### src/rtl/gpr_wb_commit_pkg.sv
// rtl/gpr_wb_commit_pkg.sv - shared GPR writeback types, widths and helpers
// Field layout matches the operand collector writeback interface.
package gpr_wb_commit_pkg;

   localparam int GPR_WB_NUM_PORTS     = 4;
   localparam int GPR_WB_NUM_THREADS   = 4;
   localparam int GPR_WB_XLEN          = 32;
   localparam int GPR_WB_NR_BITS       = 6;
   localparam int GPR_WB_WIS_W         = 2;
   localparam int GPR_WB_WIS_BITS      = (GPR_WB_WIS_W > 0) ? GPR_WB_WIS_W : 1;
   localparam int GPR_WB_PERF_CTR_BITS = 44;

   typedef struct packed {
      logic [GPR_WB_WIS_BITS-1:0]                wis;
      logic [GPR_WB_NUM_THREADS-1:0]             tmask;
      logic [GPR_WB_NR_BITS-1:0]                 rd;
      logic                                      wb;
      logic                                      sop;
      logic                                      eop;
      logic [GPR_WB_NUM_THREADS*GPR_WB_XLEN-1:0] data;
   } gpr_wb_req_t;

   typedef enum logic {
      ST_IDLE   = 1'b0,
      ST_LOCKED = 1'b1
   } gpr_wb_state_e;

   function automatic int gpr_wb_next_idx(input int idx, input int n);
      return (idx + 1 >= n) ? 0 : idx + 1;
   endfunction

endpackage

### src/rtl/gpr_wb_commit_if.sv
// rtl/gpr_wb_commit_if.sv - execute-unit commit ports plus GPR write and release outputs
// master drives requests and observes results; slave is the commit arbiter.
interface gpr_wb_commit_if
   import gpr_wb_commit_pkg::*;
#(
   parameter int NUM_PORTS   = GPR_WB_NUM_PORTS,
   parameter int NUM_THREADS = GPR_WB_NUM_THREADS,
   parameter int XLEN        = GPR_WB_XLEN,
   parameter int NR_BITS     = GPR_WB_NR_BITS,
   parameter int WIS_W       = GPR_WB_WIS_W
) ();
   localparam int WIS_BITS = (WIS_W > 0) ? WIS_W : 1;

   logic [NUM_PORTS-1:0]                        in_valid;
   logic [NUM_PORTS-1:0]                        in_ready;
   logic [NUM_PORTS-1:0][WIS_BITS-1:0]          in_wis;
   logic [NUM_PORTS-1:0][NUM_THREADS-1:0]       in_tmask;
   logic [NUM_PORTS-1:0][NR_BITS-1:0]           in_rd;
   logic [NUM_PORTS-1:0]                        in_wb;
   logic [NUM_PORTS-1:0]                        in_sop;
   logic [NUM_PORTS-1:0]                        in_eop;
   logic [NUM_PORTS-1:0][NUM_THREADS*XLEN-1:0]  in_data;

   logic                        wb_valid;
   logic [WIS_BITS-1:0]         wb_wis;
   logic [NUM_THREADS-1:0]      wb_tmask;
   logic [NR_BITS-1:0]          wb_rd;
   logic [NUM_THREADS*XLEN-1:0] wb_data;
   logic                        wb_sop;
   logic                        wb_eop;

   logic                        rel_valid;
   logic [WIS_BITS-1:0]         rel_wis;
   logic [NR_BITS-1:0]          rel_rd;

   modport master (
      output in_valid, in_wis, in_tmask, in_rd, in_wb, in_sop, in_eop, in_data,
      input  in_ready,
      input  wb_valid, wb_wis, wb_tmask, wb_rd, wb_data, wb_sop, wb_eop,
      input  rel_valid, rel_wis, rel_rd
   );

   modport slave (
      input  in_valid, in_wis, in_tmask, in_rd, in_wb, in_sop, in_eop, in_data,
      output in_ready,
      output wb_valid, wb_wis, wb_tmask, wb_rd, wb_data, wb_sop, wb_eop,
      output rel_valid, rel_wis, rel_rd
   );
endinterface

### src/rtl/gpr_wb_rr_arbiter.sv
// rtl/gpr_wb_rr_arbiter.sv - round-robin pick with lock override
// Grant is one-hot or zero; a lock restricts eligibility to lock_idx alone.
module gpr_wb_rr_arbiter #(
   parameter int NUM_PORTS = 4,
   parameter int IDX_W     = 2
) (
   input  logic [NUM_PORTS-1:0] valid,
   input  logic [IDX_W-1:0]     rr_ptr,
   input  logic                 lock_en,
   input  logic [IDX_W-1:0]     lock_idx,
   output logic [NUM_PORTS-1:0] grant,
   output logic [IDX_W-1:0]     win_idx
);
   logic found;
   int   k;

   always_comb begin
      grant   = '0;
      win_idx = '0;
      found   = 1'b0;
      k       = 0;
      if (lock_en) begin
         grant[lock_idx] = valid[lock_idx];
         win_idx         = lock_idx;
      end else begin
         for (int i = 0; i < NUM_PORTS; i++) begin
            k = (int'(rr_ptr) + i) % NUM_PORTS;
            if (!found && valid[IDX_W'(k)]) begin
               found              = 1'b1;
               grant[IDX_W'(k)]   = 1'b1;
               win_idx            = IDX_W'(k);
            end
         end
      end
   end
endmodule

### src/rtl/gpr_wb_commit.sv
// rtl/gpr_wb_commit.sv - writeback commit arbiter feeding the GPR write port
// Optional stall counter under GPR_WB_PERF_EN.
module gpr_wb_commit
   import gpr_wb_commit_pkg::*;
#(
   parameter int NUM_PORTS     = GPR_WB_NUM_PORTS,
   parameter int NUM_THREADS   = GPR_WB_NUM_THREADS,
   parameter int XLEN          = GPR_WB_XLEN,
   parameter int NR_BITS       = GPR_WB_NR_BITS,
   parameter int WIS_W         = GPR_WB_WIS_W,
   parameter int PERF_CTR_BITS = GPR_WB_PERF_CTR_BITS
) (
   input  logic clk,
   input  logic reset,
   gpr_wb_commit_if.slave bus
`ifdef GPR_WB_PERF_EN
   ,
   output logic [PERF_CTR_BITS-1:0] perf_wb_stalls
`endif
);
   localparam int IDX_W    = (NUM_PORTS > 1) ? $clog2(NUM_PORTS) : 1;
   localparam int WIS_BITS = (WIS_W > 0) ? WIS_W : 1;

   gpr_wb_state_e               state;
   logic [IDX_W-1:0]            owner;
   logic [IDX_W-1:0]            rr_ptr;
   logic [IDX_W-1:0]            win_idx;
   logic [NUM_PORTS-1:0]        grant;
   logic                        fire;
   logic [WIS_BITS-1:0]         s_wis;
   logic [NUM_THREADS-1:0]      s_tmask;
   logic [NR_BITS-1:0]          s_rd;
   logic                        s_wb;
   logic                        s_sop;
   logic                        s_eop;
   logic [NUM_THREADS*XLEN-1:0] s_data;
   logic                        s_write;
   logic                        s_release;

   gpr_wb_rr_arbiter #(
      .NUM_PORTS (NUM_PORTS),
      .IDX_W     (IDX_W)
   ) u_arb (
      .valid    (bus.in_valid),
      .rr_ptr   (rr_ptr),
      .lock_en  (state == ST_LOCKED),
      .lock_idx (owner),
      .grant    (grant),
      .win_idx  (win_idx)
   );

   assign bus.in_ready = grant;
   assign fire         = |grant;

   assign s_wis   = (WIS_W > 0) ? bus.in_wis[win_idx] : '0;
   assign s_tmask = bus.in_tmask[win_idx];
   assign s_rd    = bus.in_rd[win_idx];
   assign s_wb    = bus.in_wb[win_idx];
   assign s_sop   = bus.in_sop[win_idx];
   assign s_eop   = bus.in_eop[win_idx];
   assign s_data  = bus.in_data[win_idx];

   // r0 is hardwired; an empty lane mask still releases the scoreboard entry
   assign s_write   = fire && s_wb && (s_rd != '0) && (|s_tmask);
   assign s_release = fire && s_eop && s_wb && (s_rd != '0);

   always_ff @(posedge clk) begin
      if (reset) begin
         state         <= ST_IDLE;
         owner         <= '0;
         rr_ptr        <= '0;
         bus.wb_valid  <= 1'b0;
         bus.wb_wis    <= '0;
         bus.wb_tmask  <= '0;
         bus.wb_rd     <= '0;
         bus.wb_data   <= '0;
         bus.wb_sop    <= 1'b0;
         bus.wb_eop    <= 1'b0;
         bus.rel_valid <= 1'b0;
         bus.rel_wis   <= '0;
         bus.rel_rd    <= '0;
      end else begin
         bus.wb_valid  <= s_write;
         bus.rel_valid <= s_release;
         if (fire) begin
            bus.wb_wis   <= s_wis;
            bus.wb_tmask <= s_tmask;
            bus.wb_rd    <= s_rd;
            bus.wb_data  <= s_data;
            bus.wb_sop   <= s_sop;
            bus.wb_eop   <= s_eop;
            bus.rel_wis  <= s_wis;
            bus.rel_rd   <= s_rd;
         end
         case (state)
            ST_IDLE: begin
               if (fire) begin
                  if (s_eop) begin
                     rr_ptr <= IDX_W'(gpr_wb_next_idx(int'(win_idx), NUM_PORTS));
                  end else begin
                     state <= ST_LOCKED;
                     owner <= win_idx;
                  end
               end
            end
            ST_LOCKED: begin
               if (fire && s_eop) begin
                  state  <= ST_IDLE;
                  rr_ptr <= IDX_W'(gpr_wb_next_idx(int'(owner), NUM_PORTS));
               end
            end
            default: state <= ST_IDLE;
         endcase
      end
   end

`ifdef GPR_WB_PERF_EN
   always_ff @(posedge clk) begin
      if (reset) begin
         perf_wb_stalls <= '0;
      end else if ((|(bus.in_valid & ~grant)) && !(&perf_wb_stalls)) begin
         perf_wb_stalls <= perf_wb_stalls + PERF_CTR_BITS'(1);
      end
   end
`endif

endmodule

### src/flat_wrapper.sv
// flat-port wrapper written by rule: the top's interface ports become plain ports
module gpr_wb_commit_flat import gpr_wb_commit_pkg::*;
#(
   parameter int NUM_PORTS     = GPR_WB_NUM_PORTS,
   parameter int NUM_THREADS   = GPR_WB_NUM_THREADS,
   parameter int XLEN          = GPR_WB_XLEN,
   parameter int NR_BITS       = GPR_WB_NR_BITS,
   parameter int WIS_W         = GPR_WB_WIS_W,
   parameter int PERF_CTR_BITS = GPR_WB_PERF_CTR_BITS
)
  (clk, reset, bus_in_valid, bus_in_wis, bus_in_tmask, bus_in_rd, bus_in_wb, bus_in_sop, bus_in_eop, bus_in_data, bus_in_ready, bus_wb_valid, bus_wb_wis, bus_wb_tmask, bus_wb_rd, bus_wb_data, bus_wb_sop, bus_wb_eop, bus_rel_valid, bus_rel_wis, bus_rel_rd);
  gpr_wb_commit_if #(.NUM_PORTS(NUM_PORTS), .NUM_THREADS(NUM_THREADS), .XLEN(XLEN), .NR_BITS(NR_BITS), .WIS_W(WIS_W)) bus_i ();
  input  logic clk;
  input  logic reset;
  input wire logic [$bits(bus_i.in_valid)-1:0] bus_in_valid;
  input wire logic [$bits(bus_i.in_wis)-1:0] bus_in_wis;
  input wire logic [$bits(bus_i.in_tmask)-1:0] bus_in_tmask;
  input wire logic [$bits(bus_i.in_rd)-1:0] bus_in_rd;
  input wire logic [$bits(bus_i.in_wb)-1:0] bus_in_wb;
  input wire logic [$bits(bus_i.in_sop)-1:0] bus_in_sop;
  input wire logic [$bits(bus_i.in_eop)-1:0] bus_in_eop;
  input wire logic [$bits(bus_i.in_data)-1:0] bus_in_data;
  output wire logic [$bits(bus_i.in_ready)-1:0] bus_in_ready;
  output wire logic [$bits(bus_i.wb_valid)-1:0] bus_wb_valid;
  output wire logic [$bits(bus_i.wb_wis)-1:0] bus_wb_wis;
  output wire logic [$bits(bus_i.wb_tmask)-1:0] bus_wb_tmask;
  output wire logic [$bits(bus_i.wb_rd)-1:0] bus_wb_rd;
  output wire logic [$bits(bus_i.wb_data)-1:0] bus_wb_data;
  output wire logic [$bits(bus_i.wb_sop)-1:0] bus_wb_sop;
  output wire logic [$bits(bus_i.wb_eop)-1:0] bus_wb_eop;
  output wire logic [$bits(bus_i.rel_valid)-1:0] bus_rel_valid;
  output wire logic [$bits(bus_i.rel_wis)-1:0] bus_rel_wis;
  output wire logic [$bits(bus_i.rel_rd)-1:0] bus_rel_rd;
  assign bus_i.in_valid = bus_in_valid;
  assign bus_i.in_wis = bus_in_wis;
  assign bus_i.in_tmask = bus_in_tmask;
  assign bus_i.in_rd = bus_in_rd;
  assign bus_i.in_wb = bus_in_wb;
  assign bus_i.in_sop = bus_in_sop;
  assign bus_i.in_eop = bus_in_eop;
  assign bus_i.in_data = bus_in_data;
  assign bus_in_ready = bus_i.in_ready;
  assign bus_wb_valid = bus_i.wb_valid;
  assign bus_wb_wis = bus_i.wb_wis;
  assign bus_wb_tmask = bus_i.wb_tmask;
  assign bus_wb_rd = bus_i.wb_rd;
  assign bus_wb_data = bus_i.wb_data;
  assign bus_wb_sop = bus_i.wb_sop;
  assign bus_wb_eop = bus_i.wb_eop;
  assign bus_rel_valid = bus_i.rel_valid;
  assign bus_rel_wis = bus_i.rel_wis;
  assign bus_rel_rd = bus_i.rel_rd;
  gpr_wb_commit #(.NUM_PORTS(NUM_PORTS), .NUM_THREADS(NUM_THREADS), .XLEN(XLEN), .NR_BITS(NR_BITS), .WIS_W(WIS_W), .PERF_CTR_BITS(PERF_CTR_BITS)) u_core (.clk(clk), .reset(reset), .bus(bus_i));
endmodule
### config.mk
export PLATFORM = sky130hd
export DESIGN_NAME = gpr_wb_commit_flat
export DESIGN_NICKNAME = d
export VERILOG_FILES = /design/src/rtl/gpr_wb_commit_pkg.sv /design/src/rtl/gpr_wb_commit_if.sv /design/src/rtl/gpr_wb_rr_arbiter.sv /design/src/rtl/gpr_wb_commit.sv /design/src/flat_wrapper.sv
export SDC_FILE = /design/constraint.sdc
export NUM_CORES = 1
export LEC_CHECK = 0
export CORE_AREA = 3 3 285 287
export DETAILED_ROUTE_END_ITERATION = 7
export DIE_AREA = 0 0 288 290
export DONT_BUFFER_PORTS = 1
export HOLD_SLACK_MARGIN = 0.02
export SLEW_MARGIN = 10
export SYNTH_ARGS = -nofsm -noshare
export SYNTH_HDL_FRONTEND = slang
export SYNTH_HIERARCHICAL = 1
export SYNTH_SLANG_ARGS = --single-unit
### constraint.sdc
create_clock -name clk -period 4.1 [get_ports clk]
set_clock_uncertainty 0.1 [all_clocks]
set_input_delay 0.82 -clock clk [delete_from_list [all_inputs] [get_ports clk]]
set_output_delay 0.82 -clock clk [all_outputs]
set_load 0.01 [all_outputs]
-- Word level (Yosys, flattened, before mapping)
Cells that the tools add are included.
- output and inout port bits: 156
- register bits after elaboration: 149
- bits of input ports: 578
- logic and storage cells: 127
- multiplexer cells: 67
- magnitude comparators: 13
- equality and inequality tests: 3
- reduce and logical (&&, ||, !) cells: 22
- bitwise logic cells: 6
- add/sub/neg operators: 5
- operators with widths (cell ; number):
    binary-select mux 128 bit (select 2 bit) ; 1
    2-to-1 mux 128 bit ; 1
    2-to-1 mux 4 bit ; 9
    2-to-1 mux 1 bit ; 26
    2-to-1 mux 2 bit ; 11
    binary-select mux 1 bit (select 2 bit) ; 8
    < comparator 2 x 4 -> 1 bit, second input constant ; 4
    logical AND 1 bit ; 14
    binary-select mux 6 bit (select 2 bit) ; 1
    OR 4 bit ; 3
    demux 1 bit (select 2 bit) ; 5
    >= comparator 2 x 1 -> 1 bit, second input constant ; 5
    binary-select mux 4 bit (select 2 bit) ; 1
    OR reduction 4 bit ; 2
    adder 2 x 1 -> 3 bit, second input constant ; 2
    >= comparator 3 bit, second input constant ; 2
    < comparator 2 x 3 -> 1 bit, second input constant ; 2
    2-to-1 mux 6 bit ; 1
    AND reduction 3 bit ; 2
    nonzero test 6 bit ; 1
    adder 2 bit, second input constant ; 2
    bitwise AND 4 bit ; 1
    binary-select mux 2 bit (select 2 bit) ; 1
    != test 2 x 1 -> 1 bit, second input constant ; 2
    other kinds (6) ; 9

-- Logic depth before layout (Yosys ltp)
Gate-level depths: netlist (run 1).
- depth after elaboration: 23
- gate-level depth with buffers: 13
- depth with buffers taken out: 10

-- Modules after synthesis
The synthesis (run 1) kept the hierarchy.
- modules (own cells, without submodules) (module ; cells an instance ; area each (sq um) ; times used ; seq. area each (sq um)):
    gpr_wb_commit ; 837 ; 8583.2 ; 1 ; 2982.9
    gpr_wb_rr_arbiter ; 95 ; 696.9 ; 1 ; 0.0

-- Least setup slack after synthesis (run 1)
No wires, ideal clock.
- kind: register -> register
- start point: register u_core.rr_ptr[1]
- end point: register u_core.bus.wb_data[31]
- library setup time: 132 ps
- required time: 3868 ps
- path slack: 212 ps
- data arrival time: 3656 ps
- buffers on the path: 4
- clock period less this slack: 3888 ps
- stages on the path, launching flop included: 13
- path through: dfxtp_1 > inv_1 > ha_1 > clkbuf_1 > mux4_2 > nand2b_1 > a221oi_1 > buf_6 > buf_4 > buf_2 > mux4_2 > nand2_1 > a21oi_1
- word-level cells in the longest chain between the ends: 19
- elaborated cells between the ends (all ways): 66
- classes of those cells: add/sub (3); order compare (8); mux (41); bitwise (3); reduce/logical (11)
- RTL lines (item ; line ; source):
    start, declared ; gpr_wb_commit.sv:26 ; logic [IDX_W-1:0] rr_ptr;
    start signal, assigned ; gpr_wb_commit.sv:99 ; rr_ptr <= IDX_W'(gpr_wb_next_idx(int'(win_idx), NUM_PORTS));
    start signal, assigned ; gpr_wb_commit.sv:109 ; rr_ptr <= IDX_W'(gpr_wb_next_idx(int'(owner), NUM_PORTS));
    binary-select mux 1 bit (select 2 bit) ; gpr_wb_rr_arbiter.sv:28 ; if (!found && valid[IDX_W'(k)]) begin
    2-to-1 mux 1 bit (implied by the code) (2 in a row) ; gpr_wb_rr_arbiter.sv:28 ;
    2-to-1 mux 1 bit ; gpr_wb_rr_arbiter.sv:28 ;
    2-to-1 mux 1 bit ; gpr_wb_rr_arbiter.sv:22 ; if (lock_en) begin
    zero test 1 bit ; gpr_wb_rr_arbiter.sv:28 ;
    logical AND 1 bit ; gpr_wb_rr_arbiter.sv:28 ;
    2-to-1 mux 1 bit ; gpr_wb_rr_arbiter.sv:28 ;
    2-to-1 mux 1 bit ; gpr_wb_rr_arbiter.sv:22 ;
    (+3 left out) ; - ;
    2-to-1 mux 1 bit ; gpr_wb_rr_arbiter.sv:22 ;
    zero test 1 bit ; gpr_wb_rr_arbiter.sv:28 ;
    logical AND 1 bit ; gpr_wb_rr_arbiter.sv:28 ;
    2-to-1 mux 2 bit (*) ; gpr_wb_rr_arbiter.sv:28 ;
    2-to-1 mux 2 bit (*) ; gpr_wb_rr_arbiter.sv:22 ;
    net u_core.win_idx[0] ; gpr_wb_commit.sv:27 ; logic [IDX_W-1:0] win_idx;
    binary-select mux 128 bit (select 2 bit) (*) ; gpr_wb_commit.sv:61 ; assign s_data = bus.in_data[win_idx];
    2-to-1 mux 128 bit (implied by the code) (*) ; gpr_wb_commit.sv:61 ;
    end signal, assigned ; gpr_wb_commit.sv:89 ; bus.wb_data <= s_data;
    end, declared ; gpr_wb_commit_if.sv:46 ; output wb_valid, wb_wis, wb_tmask, wb_rd, wb_data, wb_sop, wb_eop,
Mark *: on every way through the listed nets, which the timed path passes. The rest lies on a longest branch. The select of a mux whose other input is x is not followed.
A chain may end at the register's enable or synchronous reset.

-- Worst setup path in the final report (run 1)
- start point: register u_core.rr_ptr[0]
- end point: register u_core.bus.wb_data[12]
Same word-level chain as after synthesis.

==> impl_metrics.env, run 1 <==
export IMPL_outcome="finished clean"
export IMPL_design_area_um2=11200
export IMPL_syn_num_nets=1520
export IMPL_maxCapViolations=0
export IMPL_antenna_left=0
export IMPL_fin_setup_tns_ns=0
export IMPL_cts_buffers=17
export IMPL_routed_wl_mm=47.4
export IMPL_grt_pass1_vias=7858
export IMPL_cellPowerDensity_nw_per_um2=1000
export IMPL_vias=7848
export IMPL_startpoint_type="register"
export IMPL_worstHoldPathCells=1
export IMPL_rr_worst_depth=10
export IMPL_clock_latency_ns=0.46
export IMPL_place_congestion=1.01
export IMPL_die_area_um2=83500
export IMPL_p_total_uw=11200
export IMPL_hold_viol_final=0
export IMPL_wl_per_cell_um=24.2
export IMPL_critPathKind="reg2reg"
export IMPL_crit_path_end_kind="register"
export IMPL_path_cells="inv_2 -> ha_1 -> mux4_2 -> nand2b_1 -> a221oi_4 -> buf_12 -> buf_12 -> mux4_2 -> nand2_1 -> a21oi_1"
export IMPL_cts_sinks=149
export IMPL_relSlewSlack=0.452
export IMPL_start_util=0.118
export IMPL_path_clk_slew_ns=0.07
export IMPL_ys_seq_elements=149
export IMPL_finalMaxSlewViolations=0
export IMPL_cts_tree="done"
export IMPL_avgSynthCellArea_um2=9.96
export IMPL_num_io_pins=734
export IMPL_grt_max_degree=148
export IMPL_period_needed_ns=3.69
export IMPL_synth_edf_count=0
export IMPL_drtPass1Iterations=5
export IMPL_cp_data_arrival_time_ns=3.93
export IMPL_fmax_mhz=271
export IMPL_drc=0
export IMPL_postCtsHoldBufs=0
export IMPL_placed_area_um2=10500
export IMPL_clockRootBuffer="clkbuf_16"
export IMPL_cpMaxStageDelayCell="mux4_2"
export IMPL_antenna_found_initial=31
export IMPL_post_cts_resized=0
export IMPL_grtUsageTotal=0.108
export IMPL_syn_instance_count=932
export IMPL_fin_crit_sh=0.899
export IMPL_synth_warnings=6
export IMPL_path_max_fanout=65
export IMPL_drive_above_1_share=0.234
export IMPL_die_h_um=290
export IMPL_slowest_delay_ns=0.58
export IMPL_die_w_um=288
export IMPL_hold_class="in2reg"
export IMPL_setup_violations=0
export IMPL_vias_per_cell=4.00
export IMPL_dp_hpwl_mm=39.4
export IMPL_synth_cell_type_count=44
export IMPL_ys_seq_area_frac=0.321
export IMPL_htreeDepth=4
export IMPL_cts_buffer_depth=2
export IMPL_post_route_util=0.142
export IMPL_final_common_cell="nand2_1"
export IMPL_leakagePower_uw=0.00360
export IMPL_syn_area_um2=9280
export IMPL_required_ns=4.35
export IMPL_ys_async_sr_fraction=0
export IMPL_rsz0062_at_grt="no"
export IMPL_final_nets=1465
export IMPL_core_um2=78900
export IMPL_drt_iter0_markers=492
export IMPL_grt_pass1_wl_mm=62.7
export IMPL_cts_setup_buffers=0
export IMPL_area_growth_pct=20.3
export IMPL_overflow=0
export IMPL_ys_flop_type="dfxtp_1"
export IMPL_peakVddDrop_v=0.000484
export IMPL_port_buffers=0
export IMPL_tightest_slew_ns=0.823
export IMPL_final_cell_mix="nand2_1 (292), a21oi_1 (159), dfxtp_1 (149)"
export IMPL_rows=103
==> logic make-up after synthesis <==
logic type,count (synthesis),share of synthesized area
and+or+nand+nor,329,0.144
AOI/OAI and AO/OA,187,0.108
muxes,151,0.362
DFF,149,0.321
buffers and inverters,106,0.0516
adders and majority gates,10,0.0135
==> registers in the layout, indices dropped and copies added (netlist names) <==
name and count:
u_core/bus.wb_eop 1, u_core/bus.rel_valid 1, u_core/state 1, u_core/bus.wb_valid 1
u_core/bus.rel_rd 6, u_core/owner 2, u_core/bus.wb_sop 1, u_core/bus.wb_data 128
u_core/rr_ptr 2, u_core/bus.rel_wis 2, u_core/bus.wb_tmask 4
==> area by class of cell <==
| cell class | count | area [um^2] |
|---|---|---|
| Inverter | 7 | 26.3 |
| Fill cell | 8919 | 67700 |
| Clock buffer | 19 | 453 |
| Multi-Input combinational cell | 677 | 5860 |
| Clock inverter | 11 | 150 |
| Tap cell | 1050 | 1310 |
| Timing Repair Buffer | 25 | 325 |
| Antenna cell | 22 | 55.1 |
| Sequential cell | 149 | 2980 |
==> through the flow <==
stage	std cells	hold slack [ns]	setup WS, ns
after floorplan	932	0.376	0.212
after global placement	1908	0.381	0.452
after detailed placement	1908	0.388	0.414
after CTS	1938	0.251	0.420
after global routing	1954	0.276	0.204
final	1960	0.338	0.415
==> routing by layer <==
metal  global-route usage  routed length [um]
met2                0.169               21800
met4               0.0581                2260
met3               0.0577                5980
met1                0.116               17300
met5                    0                  69
==> power by group <==
| part | internal [uW] | switching, uW |
|---|---|---|
| sequential | 2020 | 967 |
| clock | 986 | 717 |
| combinational | 3110 | 3420 |
| total | 6110 | 5100 |
==> final timing paths <==
check | start | end | slack, ns
worst min-delay path | reset | u_core/bus.wb_data[54] | 0.34
worst min register to register | u_core/bus.wb_data[61] | u_core/bus.wb_data[61] | 0.40
worst max register to register | u_core/rr_ptr[0] | u_core/bus.wb_data[12] | 0.41
worst max-delay path | u_core/rr_ptr[0] | u_core/bus.wb_data[12] | 0.41
==> synthesized netlist by cell type, drive strengths merged, types with 3 or more instances <==
master    n  share of area
mux4    147           0.36
buf      43          0.026
nand4     3         0.0020
nand2   292           0.12
clkbuf   56          0.023
nor2b     5         0.0034
nor3      3         0.0016
nor2      6         0.0024
o31ai     4         0.0032
o21ai     8         0.0043
a21oi   159          0.086
nor4      4         0.0027
nand2b    4         0.0027
inv       7         0.0028
ha       10          0.013
or4b      4         0.0043
dfxtp   149           0.32
==> worst max-delay path: cells and delay by family, from the launching register on <==
family | cells | cell delay [ns]
AND/OR/NAND/NOR | 2 | 0.35
buffers and inverters | 3 | 0.67
adder cells (fa/ha/maj) | 1 | 0.34
AO/OA/AOI/OAI | 2 | 0.47
multiplexers | 2 | 1.15
flip-flops | 1 | 0.34
Power figures use the tool's default switching activity.
==> run 2: changes to the inputs <==
- CELL_PAD_IN_SITES_DETAIL_PLACEMENT: default -> 0
- CELL_PAD_IN_SITES_GLOBAL_PLACEMENT: default -> 1
- CORE_AREA: 3 3 285 287 -> 3 3 282 284
- DIE_AREA: 0 0 288 290 -> 0 0 285 287
- PLACE_DENSITY_LB_ADDON: default -> 0.1
==> impl_metrics.env, run 2 (synthesis results as in run 1) <==
export IMPL_grt_pass1_wl_mm=64.0
export IMPL_area_growth_pct=21.2
export IMPL_clock_latency_ns=0.47
export IMPL_cellPowerDensity_nw_per_um2=1040
export IMPL_core_um2=77300
export IMPL_required_ns=4.40
export IMPL_fin_crit_sh=0.924
export IMPL_wl_per_cell_um=24.4
export IMPL_cts_buffers=17
export IMPL_cts_buffer_depth=2
export IMPL_clockRootBuffer="clkbuf_16"
export IMPL_die_area_um2=81800
export IMPL_final_common_cell="nand2_1"
export IMPL_post_cts_resized=0
export IMPL_vias_per_cell=3.84
export IMPL_port_buffers=0
export IMPL_routed_wl_mm=47.6
export IMPL_rows=102
export IMPL_regArea_um2=2980
export IMPL_final_nets=1482
export IMPL_postCtsHoldBufs=0
export IMPL_fmax_mhz=264
export IMPL_drive_above_1_share=0.250
export IMPL_use_met3=0.0405
export IMPL_path_max_fanout=19
export IMPL_crit_path_end_kind="register"
export IMPL_hold_viol_final=0
export IMPL_die_w_um=285
export IMPL_rr_worst_depth=9
export IMPL_cts_sinks=149
export IMPL_drtPass1Iterations=4
export IMPL_hold_class="in2reg"
export IMPL_period_needed_ns=3.79
export IMPL_cp_data_arrival_time_ns=4.09
export IMPL_htreeDepth=4
export IMPL_use_met2=0.196
export IMPL_grt_pass1_vias=8089
export IMPL_num_io_pins=734
export IMPL_startpoint_type="register"
export IMPL_die_h_um=287
export IMPL_maxCapViolations=0
export IMPL_grtUsageTotal=0.111
export IMPL_dp_hpwl_mm=37.6
export IMPL_largest_reg_flops=128
export IMPL_met1_usage=0.123
export IMPL_tightest_slew_ns=0.839
export IMPL_drc=0
export IMPL_peakVddDrop_v=0.000432
export IMPL_critPathKind="reg2reg"
export IMPL_setup_violations=0
export IMPL_p_total_uw=11700
export IMPL_fin_setup_tns_ns=0
export IMPL_overflow=0
export IMPL_antenna_found_initial=10
export IMPL_reg_largest_list="u_core/bus.wb_data: 128 flops, u_core/bus.rel_rd: 6 flops, u_core/bus.wb_tmask: 4 flops"
export IMPL_place_congestion=0.798
export IMPL_leakagePower_uw=0.00370
export IMPL_multiInputGateArea_um2=5860
export IMPL_outcome="finished clean"
export IMPL_rsz0062_at_grt="no"
export IMPL_relSlewSlack=0.441
export IMPL_max_flop_register="u_core/bus.wb_data"
export IMPL_vias=7483
export IMPL_cts_setup_buffers=0
export IMPL_grt_max_degree=148
export IMPL_path_clk_slew_ns=0.07
export IMPL_cts_tree="done"
export IMPL_antenna_left=0
export IMPL_drt_iter0_markers=315
export IMPL_start_util=0.120
export IMPL_worstHoldPathCells=1
export IMPL_finalMaxSlewViolations=0
export IMPL_top_usage_layer="met2"
export IMPL_final_cell_mix="nand2_1 (292), a21oi_1 (159), dfxtp_1 (149)"
export IMPL_fill_cells=8753
## run 2: final cells by class
cell class	instances	share of cell area
Antenna cell	2	0.000445
Clock buffer	17	0.0378
Clock inverter	15	0.0187
Inverter	7	0.00234
Multi-Input combinational cell	677	0.521
Sequential cell	149	0.265
Tap cell	1040	0.116
Timing Repair Buffer	42	0.0391
## run 2: per-stage QoR
step / cell area, um^2 / hold slack [ns] / cells / utilization / worst slack (ns)
floorplan: 9280 / 0.376 / 932 / - / 0.212
global placement: 10600 / 0.398 / 1915 / 0.137 / 0.205
detailed placement: 10600 / 0.400 / 1915 / 0.137 / 0.168
CTS: 11200 / 0.258 / 1947 / 0.145 / 0.259
global route: 11200 / 0.261 / 1948 / 0.145 / 0.0270
finish: 11300 / 0.317 / 1949 / 0.145 / 0.310
## run 2: critical path: stages (launching register included)
cell,delay [ns]
dfxtp_1,0.35
buf_4,0.26
mux4_1,0.59
nand2b_1,0.23
a211oi_1,0.15
a221oi_4,0.36
buf_4,0.35
mux4_2,0.67
or4b_1,0.50
a21oi_1,0.15
## run 2: path summary, 6_finish.rpt
path / from / endpoint / slack, ns
max: u_core/rr_ptr[0] / u_core/owner[1] / 0.31
min: reset / u_core/bus.wb_data[60] / 0.32
max reg2reg: u_core/rr_ptr[0] / u_core/owner[1] / 0.31
min reg2reg: u_core/bus.wb_data[60] / u_core/bus.wb_data[60] / 0.41
## run 2: per-layer routing
metal / share of wire / wire length (um)
met1: 0.38 / 18000
met2: 0.52 / 24800
met3: 0.076 / 3620
met4: 0.024 / 1140
met5: 0.0013 / 61
## run 2: power breakdown
part	internal, uW	switching, uW
Combinational	3270	3810
Sequential	2020	833
Clock	891	864
Total	6170	5500
==> run 3: changes to the inputs <==
- GPL_TIMING_DRIVEN: default -> 0
==> impl_metrics.env, run 3 (synthesis results as in run 1) <==
export IMPL_cellPowerDensity_nw_per_um2=1080
export IMPL_tightest_slew_ns=1.09
export IMPL_largest_reg_flops=128
export IMPL_cp_data_arrival_time_ns=4.20
export IMPL_hold_viol_final=0
export IMPL_routed_wl_mm=56.4
export IMPL_required_ns=4.40
export IMPL_min_delay_start="u_core/bus.wb_data[50]"
export IMPL_path_max_fanout=10
export IMPL_cts_buffers=17
export IMPL_r2r_start="u_core/rr_ptr[1]"
export IMPL_final_nets=1550
export IMPL_startpoint_type="register"
export IMPL_die_area_um2=81800
export IMPL_vias_per_cell=3.96
export IMPL_outcome="finished clean"
export IMPL_critPathBufInv=3
export IMPL_rr_worst_depth=10
export IMPL_drtPass1Iterations=4
export IMPL_die_h_um=287
export IMPL_fmax_mhz=256
export IMPL_maxCapViolations=0
export IMPL_start_util=0.120
export IMPL_leakagePower_uw=0.00385
export IMPL_drive_above_1_share=0.270
export IMPL_grtUsageTotal=0.132
export IMPL_overflow=0
export IMPL_antenna_found_initial=18
export IMPL_cts_tree="done"
export IMPL_cts_buffer_depth=2
export IMPL_rows=102
export IMPL_reg2reg_slack_ns=0.19
export IMPL_fin_crit_sh=0.953
export IMPL_clockRootBuffer="clkbuf_16"
export IMPL_vias=8005
export IMPL_relSlewSlack=0.277
export IMPL_grt_pass1_wl_mm=74.2
export IMPL_fin_setup_tns_ns=0
export IMPL_regToRegEndpoint="u_core/owner[0]"
export IMPL_cpMaxStageDelayCell="mux4_2"
export IMPL_antenna_left=0
export IMPL_drc=0
export IMPL_path_depth=10
export IMPL_cts_sinks=149
export IMPL_grt_max_degree=17
export IMPL_p_total_uw=12400
export IMPL_dp_hpwl_mm=46.2
export IMPL_die_w_um=285
export IMPL_post_route_util=0.149
export IMPL_core_um2=77300
export IMPL_final_cell_mix="nand2_1 (292), a21oi_1 (158), dfxtp_1 (147)"
export IMPL_period_needed_ns=3.91
export IMPL_cp_startpoint="u_core/rr_ptr[1]"
export IMPL_slowest_delay_ns=0.57
export IMPL_port_buffers=0
export IMPL_reg_largest_list="u_core/bus.wb_data: 128 flops, u_core/bus.rel_rd: 6 flops, u_core/bus.wb_tmask: 4 flops"
export IMPL_final_common_cell="nand2_1"
export IMPL_max_flop_register="u_core/bus.wb_data"
export IMPL_finalMaxSlewViolations=0
export IMPL_place_congestion=0.843
export IMPL_postCtsHoldBufs=0
export IMPL_hold_class="reg2reg"
export IMPL_peakVddDrop_v=0.000300
export IMPL_critPathKind="reg2reg"
export IMPL_path_clk_slew_ns=0.07
export IMPL_cp_top_family="multiplexers"
export IMPL_clock_latency_ns=0.47
export IMPL_drt_iter0_markers=311
export IMPL_area_growth_pct=24.2
export IMPL_endpoint="u_core/owner[0]"
export IMPL_crit_path_end_kind="register"
export IMPL_setup_ws_ns=0.195
export IMPL_rsz0062_at_grt="no"
export IMPL_htreeDepth=4
export IMPL_num_io_pins=734
export IMPL_grt_pass1_vias=8644
export IMPL_path_cells="clkinvlp_4 -> ha_4 -> mux4_2 -> nand2b_2 -> a221oi_4 -> buf_6 -> mux4_2 -> buf_6 -> or4b_1 -> a21oi_1"
export IMPL_pre_cts_ws_ns=-1.62
export IMPL_setup_violations=0
export IMPL_wl_per_cell_um=27.8
[run 3: timing repair]
action / 4_1_cts / 5_1_grt
endpoints found under the hold margin: 0 / 0
gates resized for setup: 67 / 10
endpoints found under the setup margin: 153 / 120
setup buffers: 3 / 9
cloned: 1 / 0
pin swaps: 1 / 1
[run 3: routing by layer]
metal | vias up | track usage | share of wire
li1 | 3501 | - | -
met1 | 4028 | 0.154 | 0.39
met2 | 405 | 0.224 | 0.50
met3 | 57 | 0.0477 | 0.077
met4 | 14 | 0.0453 | 0.023
met5 | - | 0 | 0.0019
[run 3: area by class of cell]
type / count / area (um^2)
fillers: 8785 / 65800
multi-input cells: 677 / 5880
repair buffers: 13 / 95.1
diodes: 9 / 22.5
clock inverters: 14 / 184
clock buffers: 18 / 439
well taps: 1040 / 1300
flip-flops and latches: 149 / 2990
inverters: 7 / 30.0
plain buffers: 97 / 589
[run 3: through the flow]
| step | std cells | hold WS, ns | area (um^2) |
|---|---|---|---|
| CTS | 2007 | 0.416 | 11400 |
| finish | 2024 | 0.409 | 11500 |
| detailed placement | 1972 | 0.409 | 10600 |
| global route | 2024 | 0.430 | 11500 |
| global placement | 1972 | 0.405 | 10600 |
| floorplan | 932 | 0.376 | 9280 |
[run 3: worst register-to-register path: stages, from the launching register on]
cell and delay [ns]:
dfxtp_4 0.42, clkinvlp_4 0.14, ha_4 0.33, mux4_2 0.57
nand2b_2 0.28, a221oi_4 0.38, buf_6 0.22, mux4_2 0.58
buf_6 0.18, or4b_1 0.47, a21oi_1 0.16
[run 3: power by group]
part | total, uW | switching, uW | internal (uW)
registers | 2860 | 835 | 2020
clock network | 1760 | 814 | 947
logic | 7780 | 4500 | 3280
total | 12400 | 6150 | 6250
[run 3: worst min-delay path by stage]
stage / end / slack, ns / depth (start not counted)
global placement: u_core/bus.wb_data[50] / 0.40 / 2
finish: u_core/bus.wb_data[50] / 0.41 / 2
CTS: u_core/state / 0.42 / 3
detailed placement: u_core/bus.wb_data[50] / 0.41 / 2
global route: u_core/bus.wb_data[32] / 0.43 / 2
floorplan: u_core/bus.wb_data[0] / 0.38 / 2
